==> src/rtl/spi_master.sv <==
// rtl/spi_master.sv - mode-0 SPI master, MSB-first, runtime length and SCK divider
module spi_master #(
    parameter int DATA_W = 16,
    parameter int LEN_W  = 4,
    parameter int DIV_W  = 8
) (
    input  logic              clk,
    input  logic              rst_n,
    input  logic              start,
    input  logic [DATA_W-1:0] tx_data,
    input  logic [LEN_W-1:0]  len_m1,
    input  logic [DIV_W-1:0]  div,
    output logic              busy,
    output logic              done,
    output logic [DATA_W-1:0] rx_data,
    output logic              sck,
    output logic              ss,
    output logic              mosi,
    input  logic              miso
);

    typedef enum logic [2:0] {
        IDLE  = 3'd0,
        SETUP = 3'd1,
        HIGH  = 3'd2,
        LOW   = 3'd3,
        HOLD  = 3'd4,
        GAP   = 3'd5
    } state_t;

    state_t            state, state_nxt;
    logic [DIV_W-1:0]  cnt;
    logic [DIV_W-1:0]  div_r;
    logic [LEN_W:0]    bit_cnt;
    logic [LEN_W-1:0]  bit_idx;
    logic [DATA_W-1:0] tx_r;
    logic [DATA_W-1:0] rx_sh;
    logic              tick;

    // every non-idle state lasts div+1 cycles; tick marks its final cycle
    assign tick    = (cnt == '0);
    assign bit_idx = LEN_W'(bit_cnt - (LEN_W+1)'(1));

    always_ff @(posedge clk) begin
        if (!rst_n) begin
            state   <= IDLE;
            cnt     <= '0;
            div_r   <= '0;
            bit_cnt <= '0;
            tx_r    <= '0;
            rx_sh   <= '0;
            rx_data <= '0;
            done    <= 1'b0;
        end else begin
            state <= state_nxt;
            done  <= 1'b0;
            if (state == IDLE) begin
                if (start) begin
                    tx_r    <= tx_data;
                    div_r   <= div;
                    cnt     <= div;
                    bit_cnt <= {1'b0, len_m1} + (LEN_W+1)'(1);
                    rx_sh   <= '0;
                end
            end else begin
                cnt <= tick ? div_r : cnt - DIV_W'(1);
                // falling SCK edge: sample miso and advance to the next bit
                if (state == HIGH && tick) begin
                    rx_sh   <= {rx_sh[DATA_W-2:0], miso};
                    bit_cnt <= bit_cnt - (LEN_W+1)'(1);
                end
                if (state == GAP && tick) begin
                    rx_data <= rx_sh;
                    done    <= 1'b1;
                end
            end
        end
    end

    always_comb begin
        state_nxt = state;
        busy      = 1'b1;
        ss        = 1'b0;
        sck       = 1'b0;
        mosi      = 1'b1;
        case (state)
            IDLE: begin
                busy = 1'b0;
                ss   = 1'b1;
                if (start) state_nxt = SETUP;
            end
            SETUP: begin
                mosi = tx_r[bit_idx];
                if (tick) state_nxt = HIGH;
            end
            HIGH: begin
                sck  = 1'b1;
                mosi = tx_r[bit_idx];
                if (tick) state_nxt = (bit_cnt == (LEN_W+1)'(1)) ? HOLD : LOW;
            end
            LOW: begin
                mosi = tx_r[bit_idx];
                if (tick) state_nxt = HIGH;
            end
            HOLD: begin
                if (tick) state_nxt = GAP;
            end
            GAP: begin
                ss = 1'b1;
                if (tick) state_nxt = IDLE;
            end
            default: begin
                state_nxt = IDLE;
                busy      = 1'b0;
                ss        = 1'b1;
            end
        endcase
    end

endmodule

==> config.mk <==
export PLATFORM = sky130hd
export DESIGN_NAME = spi_master
export DESIGN_NICKNAME = d
export VERILOG_FILES = /design/src/rtl/spi_master.sv
export SDC_FILE = /design/constraint.sdc
export NUM_CORES = 1
export LEC_CHECK = 0
export BUFFER_PORTS_ARGS = -buffer_cell sky130_fd_sc_hd__buf_4
export CAP_MARGIN = 20
export CELL_PAD_IN_SITES_DETAIL_PLACEMENT = 1
export CELL_PAD_IN_SITES_GLOBAL_PLACEMENT = 2
export CORE_ASPECT_RATIO = 0.7
export CORE_MARGIN = 1.5
export CORE_UTILIZATION = 37
export CTS_CLUSTER_SIZE = 30
export DETAILED_ROUTE_END_ITERATION = 8
export HOLD_SLACK_MARGIN = 0.12
export PLACE_DENSITY_LB_ADDON = 0.1
export RECOVER_POWER = 25
export REMOVE_ABC_BUFFERS = 1
export SLEW_MARGIN = 20
export SYNTH_ARGS = -nofsm -noshare
export SYNTH_HDL_FRONTEND = slang
export SYNTH_SLANG_ARGS = --single-unit
==> constraint.sdc <==
create_clock -name clk -period 4.4 [get_ports clk]
set_input_delay 0.22 -clock clk [delete_from_list [all_inputs] [get_ports clk]]
set_output_delay 0.22 -clock clk [all_outputs]
set_load 0.005 [all_outputs]
* After elaboration in Yosys (flattened, before gate mapping) *
Cells that the tools add are included.

cells by class
  shift-type cells = 0
  divide/modulo/power cells = 0
  equal/unequal tests = 11
  multiply operators = 0
  reduce and logical (&&, ||, !) cells = 14
  magnitude comparators = 1
  $add $sub $neg = 3
  multiplexer cells = 23
  bitwise logic cells = 2

operators by type and width
  kind                                                                           count
  16-bit 2-to-1 mux                                                              3
  8-bit 2-to-1 mux                                                               3
  3-bit 2-to-1 mux                                                               6
  5-bit 2-to-1 mux                                                               3
  3-bit one-hot mux with 5 select lines                                          1
  8-bit zero test                                                                1
  2-bit inequality test (second input constant)                                  4
  8-bit by 1-bit subtractor with 8-bit output (second input constant)            1
  3-bit by 2-bit equality test with 1-bit output (second input constant)         2
  3-bit equality test (second input constant)                                    2
  1-bit 2-to-1 mux                                                               6
  2-bit AND reduction                                                            3
  4-bit by 1-bit adder with 5-bit output (second input constant)                 1
  5-bit by 1-bit equality test with 1-bit output (second input constant)         1
  4-bit by 5-bit less-than comparator with 1-bit output (second input constant)  1
  5-bit AND reduction                                                            1
  5-bit OR reduction                                                             1
  5-bit by 1-bit subtractor with 5-bit output (second input constant)            1
  1-bit binary-select mux with 4-bit select                                      1
  2-bit OR reduction                                                             2
  4-bit OR reduction                                                             1
  3-bit by 1-bit equality test with 1-bit output (second input constant)         1
  3-bit zero test                                                                1
  3-bit OR reduction                                                             1
  4 further kinds                                                                6

storage, ports and cells
  latch bits = 0
  bits in registers = 73
  bits of input ports = 32
  memories kept = 0
  bits in writable memories = 0
  ROM bits = 0
  output and inout port bits = 21

* Logic depth before layout (Yosys ltp) *
Gate-level depths: netlist of the first run.

  depth in word-level cells = 4
  depth in mapped cells = 8

* Least setup slack after synthesis of the first run *
No wires, ideal clock.

  path type = register -> register
  start point = register cnt[0]
  end point = register rx_data[0]
  setup slack = 2.367 ns
  library setup time = 0.128 ns
  cell stages (with the launch flop) = 9
  arrival time = 1.905 ns
  clock period less this slack = 2.033 ns
  cells stage by stage = dfxtp_1 inv_1 ha_1 or4b_4 buf_6 nor3_4 buf_8 mux2i_1 nor2_1

on the way
  cells in the longest elaborated chain, start to end = 3

RTL lines
  element                               RTL line  text
  from (decl)                           32        logic [DIV_W-1:0] cnt;
  from (signal assigned)                61        cnt <= div;
  from (signal assigned)                66        cnt <= tick ? div_r : cnt - DIV_W'(1);
  8-bit zero test                       41        assign tick = (cnt == '0);
  1-bit logical AND                     72        if (state == GAP && tick) begin
  2-bit AND reduction (no source line)  n/a
  to (signal assigned)                  73        rx_data <= rx_sh;
  to (decl)                             15        output logic [DATA_W-1:0] rx_data,

Every way passes these cells.
A chain may end at the register's enable or synchronous reset.

* Worst setup path in the final report of the first run *
  start point = register cnt[0]
  end point = register rx_data[13]

The elaborated chain is that of the path after synthesis.

==> impl_metrics.env, run 1 <==
export IMPL_status="finished clean"
export IMPL_min_period_ps=2670
export IMPL_critical_path_buf_inv_count=1
export IMPL_yosysTopAreaCell="dfxtp_1"
export IMPL_grt_pass1_vias=2818
export IMPL_numPortBuffers=52
export IMPL_whs_ps=142
export IMPL_placed_cell_area_mm2=0.00372
export IMPL_end_kind="flop"
export IMPL_fp_dieW_um=115
export IMPL_drt_pass1_iterations=4
export IMPL_grt_pass1_wl_um=14100
export IMPL_synth_compound_area_share_pct=19.3
export IMPL_clock_skew_ps=4.79
export IMPL_yosys_top_cells_area="dfxtp_1 (45%), nand2_1 (7.0%), mux2i_1 (6.7%)"
export IMPL_finalSetupViolCount=0
export IMPL_cpLargestDelayFamily="simple AND/OR/NAND/NOR gates"
export IMPL_gp_congestion=0.750
export IMPL_synth_common_cells="dfxtp_1 (73), nand2_1 (61), nor2_1 (26)"
export IMPL_power_leakage_nw=1.54
export IMPL_synthCells=358
export IMPL_synth_seq_cells=73
export IMPL_ant_nets=0
export IMPL_critPathMaxFanout=16
export IMPL_post_synth_num_cell_types=49
export IMPL_yosysWarnings=0
export IMPL_hold_violations=0
export IMPL_worst_skew_pair_late_latency_ps=330
export IMPL_fin_total_pwr_mw=2.38
export IMPL_critPathKind="flop to flop"
export IMPL_synthArstFlopShare_pct=0
export IMPL_maxCapViolations=0
export IMPL_required_ps=4570
export IMPL_cts_clk_slew_worst_paths_ps=60
export IMPL_avgSynthCellArea_um2=9.15
export IMPL_overflow=0
export IMPL_initial_utilization_pct=38.5
export IMPL_drv_slew=0
export IMPL_fmax_mhz=374
export IMPL_synth_top_family_by_area="compound AO/OA/AOI/OAI gates"
export IMPL_ys_flop_type="dfxtp_1"
export IMPL_tightest_slew_ps=1070
export IMPL_utilization_pct=47.1
export IMPL_instances_no_fill=522
export IMPL_grt_use_total_pct=19.8
export IMPL_fin_tns_setup_ps=0
export IMPL_drive_gt1_share_pct=20.4
export IMPL_hpwl_um=5860
export IMPL_crit_slowest_cell="nor3_4"
export IMPL_via_per_inst=5.32
export IMPL_cts_tree="done"
export IMPL_crit_chain="inv_1, ha_1, or4b_1, nor3_4, mux2i_1, nor2_1"
export IMPL_post_cts_resize_count=0
export IMPL_nNetsFinal=437
export IMPL_fin_crit_sh_pct=60.8
export IMPL_hold_path_class="input port to flop"
export IMPL_pin_count=53
export IMPL_synth_xor_area_share_pct=1.34
export IMPL_slowest_delay_ps=910
export IMPL_multiInputGateArea_mm2=0.00167
export IMPL_seq_area_mm2=0.00146
export IMPL_routed_via_count=2777
export IMPL_clock_sinks=73
export IMPL_rows=28
export IMPL_rsz0062_at_grt="false"
export IMPL_routedWlPerCell_um=16.5
export IMPL_synth_most_common_cell="dfxtp_1"
export IMPL_synthMuxAreaShare_pct=11.2
export IMPL_synth_simple_area_share_pct=16.6
export IMPL_fp_dieH_um=81.7
export IMPL_synth_edf_count=0
export IMPL_drt_initial_drc_count=80
export IMPL_ys_seq_area_share_pct=44.6
export IMPL_htree_levels=3
export IMPL_dieArea_mm2=0.00944
export IMPL_yosysTopAreaCellShare_pct=44.6
export IMPL_fin_ws_ps=1730
export IMPL_postLayoutCellArea_mm2=0.00401
export IMPL_fill_cells=1003
export IMPL_dp_slack_ps=1880
export IMPL_worst_ir_drop_vdd_mv=0.253
export IMPL_grt_max_degree=31
export IMPL_cts_root_buffer="clkbuf_16"
export IMPL_antenna_found_initial=0
export IMPL_cts_buffer_depth=2
export IMPL_startpoint_type="flop"
export IMPL_core_area_mm2=0.00851
export IMPL_diodes=0
export IMPL_synth_area_mm2=0.00328
export IMPL_p_per_area_mw_per_mm2=593
export IMPL_slew_headroom_pct=28.5
export IMPL_cts_buffers=9
export IMPL_worstPathArrival_ps=2850
export IMPL_synth_fa_ha_area_share_pct=2.29
export IMPL_dpl_cell_count=507
export IMPL_drc_errors=0
export IMPL_finalWirelength_um=8620
export IMPL_area_growth_pct=22.5
[sequential cells by signal (all words and copies together), names as in the netlist]
register / flops
div_r: 8
tx_r: 16
bit_cnt: 5
state: 3
cnt: 8
done: 1
rx_sh: 16
rx_data: 16
[repair_timing]
item	in CTS	in global routing
setup endpoints to repair	0	0
setup buffers	0	0
endpoints found under the hold margin	1	0
hold buffers	1	0
[cells in the final DEF, fill, tap and decap left out, drive strengths merged, types with 2 or more instances in the layout]
cell type,instances
nand3,3
a31oi,5
xnor2,2
o21a,3
a211oi,5
dfxtp,73
a22o,16
or3,3
a21boi,16
mux4,4
clkbuf,28
nand2,61
xor2,3
nor2b,2
inv,7
nor2,26
and3,2
a221o,2
nor4b,2
buf,37
o211ai,2
mux2,5
nor3b,2
nor3,10
mux2i,22
ha,6
clkinv,3
a21oi,19
o21ai,15
[power breakdown]
group | switching [mW] | internal [mW]
sequential | 0.113 | 0.747
clock | 0.265 | 0.444
combinational | 0.483 | 0.326
[path summary, 6_finish.rpt]
path	start	to	slack (ps)	depth (start not counted)
worst max-delay path	cnt[0]	rx_data[13]	1730	6
worst min-delay path	div[0]	div_r[0]	140	3
worst max register to register	cnt[0]	rx_data[13]	1730	6
worst min register to register	div_r[0]	div_r[0]	460	2
[metal layers]
layer	share of wire (%)	routed length (um)	global-route usage, %
met5	0	0	0
met4	1.2	103	6.30
met3	3.4	293	4.94
met2	45	3890	32.2
met1	50	4330	25.9
[worst register-to-register path, delay by kind of cell, from the launching register on]
family / cells / cell delay (ps)
simple gates: 3 / 1600
flops: 1 / 350
mux: 1 / 300
fa+ha+maj: 1 / 160
buf+inv: 1 / 100
[logic make-up (layout without fill, tap and decap cells)]
family / Yosys count / after routing
AND/OR/NAND/NOR: 118 / 118
adder cells (fa/ha/maj): 6 / 6
XOR/XNOR: 5 / 5
flip-flops: 73 / 73
buffers and inverters: 33 / 77
AO/OA/AOI/OAI: 92 / 92
multiplexers: 31 / 31
[final cells by class]
type | instances | share of cell area [%]
Multi-Input combinational cell | 252 | 41.7
Sequential cell | 73 | 36.4
Timing Repair Buffer | 56 | 10.4
Clock buffer | 10 | 5.96
Tap cell | 120 | 3.74
Clock inverter | 4 | 1.12
Inverter | 7 | 0.655
No activity file was read; power rests on OpenSTA's default activity.
==> run 2, diff against run 1 <==
--- a/config.mk
+++ b/config.mk
@@ -11,7 +11,7 @@
 export CELL_PAD_IN_SITES_GLOBAL_PLACEMENT = 2
 export CORE_ASPECT_RATIO = 0.7
 export CORE_MARGIN = 1.5
-export CORE_UTILIZATION = 37
+export CORE_UTILIZATION = 31
 export CTS_CLUSTER_SIZE = 30
 export DETAILED_ROUTE_END_ITERATION = 8
 export HOLD_SLACK_MARGIN = 0.12
==> constraint.sdc (replaced) <==
create_clock -name clk -period 2.2 [get_ports clk]
set_input_delay 0.11 -clock clk [delete_from_list [all_inputs] [get_ports clk]]
set_output_delay 0.11 -clock clk [all_outputs]
set_load 0.005 [all_outputs]
==> impl_metrics.env, run 2 (same netlist as run 1, synthesis figures left out) <==
export IMPL_final_common_cell="dfxtp_1"
export IMPL_tightest_slew_ps=614
export IMPL_numPortBuffers=52
export IMPL_critPathKind="flop to primary output"
export IMPL_rsz0062_at_grt="false"
export IMPL_cts_buffer_depth=2
export IMPL_hold_violations=0
export IMPL_holdPathEnd="bit_cnt[4]"
export IMPL_worstPathArrival_ps=1990
export IMPL_startpoint_type="flop"
export IMPL_nNetsFinal=471
export IMPL_violations="design-rule violations"
export IMPL_ant_nets=0
export IMPL_min_period_ps=2100
export IMPL_slew_headroom_pct=58.8
export IMPL_top_regs="rx_data (16), rx_sh (16), tx_r (16)"
export IMPL_whs_ps=168
export IMPL_rows=31
export IMPL_hpwl_um=6210
export IMPL_dpl_cell_count=529
export IMPL_cts_root_buffer="clkbuf_16"
export IMPL_routedWlPerCell_um=15.8
export IMPL_drt_initial_drc_count=144
export IMPL_finalSetupViolCount=0
export IMPL_status="finished, violations left"
export IMPL_utilization_pct=42.9
export IMPL_fill_cells=1173
export IMPL_crit_slowest_cell="mux4_2"
export IMPL_critPathMaxFanout=8
export IMPL_clock_sinks=73
export IMPL_area_growth_pct=35.1
export IMPL_grt_pass1_vias=2866
export IMPL_pin_count=53
export IMPL_end_kind="primary output"
export IMPL_hold_path_class="input port to flop"
export IMPL_worst_skew_pair_late_latency_ps=330
export IMPL_slowest_delay_ps=540
export IMPL_maxCapViolations=0
export IMPL_overflow=0
export IMPL_finalWirelength_um=9000
export IMPL_drc_errors=3
export IMPL_critical_path_buf_inv_count=2
export IMPL_fp_dieH_um=89.0
export IMPL_worst_ir_drop_vdd_mv=0.530
export IMPL_htree_levels=3
export IMPL_cts_buffers=9
export IMPL_instances_no_fill=569
export IMPL_fmax_mhz=477
export IMPL_cts_tree="done"
export IMPL_path_common_cell="buf_4"
export IMPL_fin_ws_ps=103
export IMPL_core_area_mm2=0.0103
export IMPL_cts_clk_slew_worst_paths_ps=60
export IMPL_clock_skew_ps=4.09
export IMPL_fp_dieW_um=126
export IMPL_rrSetupSlack_ps=220
export IMPL_r2r_end="state[0]"
export IMPL_rr_startpoint="cnt[0]"
export IMPL_via_per_inst=4.96
export IMPL_p_per_area_mw_per_mm2=1160
export IMPL_antenna_found_initial=0
export IMPL_power_leakage_nw=1.71
export IMPL_crit_chain="buf_4, mux4_2, mux2i_2, mux2_4, o21ai_0, buf_4"
export IMPL_dp_slack_ps=114
export IMPL_grt_max_degree=31
export IMPL_routed_via_count=2823
export IMPL_worstRegToRegCells=6
export IMPL_grt_use_total_pct=17.5
export IMPL_cpLargestDelayFamily="multiplexers"
export IMPL_worstHoldStart="len_m1[2]"
export IMPL_required_ps=2090
export IMPL_final_cell_mix="dfxtp_1 (73), nand2_1 (61), buf_4 (46), nor2_1 (26), dlygate4sd3_1 (25)"
export IMPL_initial_utilization_pct=31.8
export IMPL_gp_congestion=0.771
export IMPL_grt_pass1_wl_um=15100
export IMPL_fin_crit_sh_pct=95.3
export IMPL_cts_setup_buffers=0
export IMPL_drt_pass1_iterations=8
export IMPL_dieArea_mm2=0.0112
export IMPL_diodes=0
export IMPL_whs_path_depth=4
export IMPL_drv_slew=0
export IMPL_drive_gt1_share_pct=22.9
==> run 2: layout make-up <==
class / count / area [um^2] / share of cell area (%)
clock buffer: 10 / 239 / 5.40
clock inverter: 5 / 80.1 / 1.81
inverter: 7 / 26.3 / 0.593
multi-input combinational: 252 / 1710 / 38.6
sequential: 73 / 1460 / 33.0
tap: 132 / 165 / 3.73
timing repair buffer: 90 / 748 / 16.9
==> run 2: through the flow <==
stage / setup TNS [ps] / total power [mW] / instance area (um^2)
2_1_floorplan: -7740 / 2.81 / 3150
3_3_place_gp: 0 / 3.48 / 3830
3_5_place_dp: 0 / 3.52 / 3830
4_1_cts: 0 / 5.17 / 4410
5_1_grt: 0 / 5.51 / 4430
6_report: 0 / 5.15 / 4430
==> run 2: what timing repair did <==
item	CTS	global route
hold endpoints to repair	26	0
hold buffers	25	0
resized for setup	2	6
pin swaps	0	1
endpoints found under the setup margin	1	17
==> run 2: worst min-delay path: cells and delay by family <==
family / cells / cell delay, ps
AO/OA/AOI/OAI: 2 / 160
buffers and inverters: 1 / 120
AND/OR/NAND/NOR: 1 / 60
==> run 2: how the worst max path moves through the flow <==
stage | cells past startpoint | slack (ps) | start | to
CTS | 6 | 60 | bit_cnt[0] | mosi
detailed placement | 7 | 110 | cnt[0] | rx_sh[1]
finish | 6 | 100 | bit_cnt[0] | mosi
global route | 6 | 8 | bit_cnt[0] | mosi
floorplan | 4 | -430 | state[2] | rx_sh[10]
global placement | 7 | 180 | cnt[0] | rx_sh[10]
==> run 2: report_power, final <==
| group | total [mW] | switching [mW] | internal, mW |
|---|---|---|---|
| combinational | 1.88 | 1.05 | 0.829 |
| sequential | 1.71 | 0.220 | 1.49 |
| clock | 1.56 | 0.547 | 1.01 |
| total | 5.15 | 1.81 | 3.34 |
==> run 2: metal layers <==
layer | wire length (um) | part of all wire, % | vias to the layer above | global-route usage, %
met2 | 3650 | 41 | 41 | 25.7
met5 | 0 | 0 | - | 0
met4 | 125 | 1.4 | 0 | 6.06
met3 | 320 | 3.6 | 9 | 4.61
li1 | - | - | 1424 | -
met1 | 4900 | 54 | 1349 | 25.0
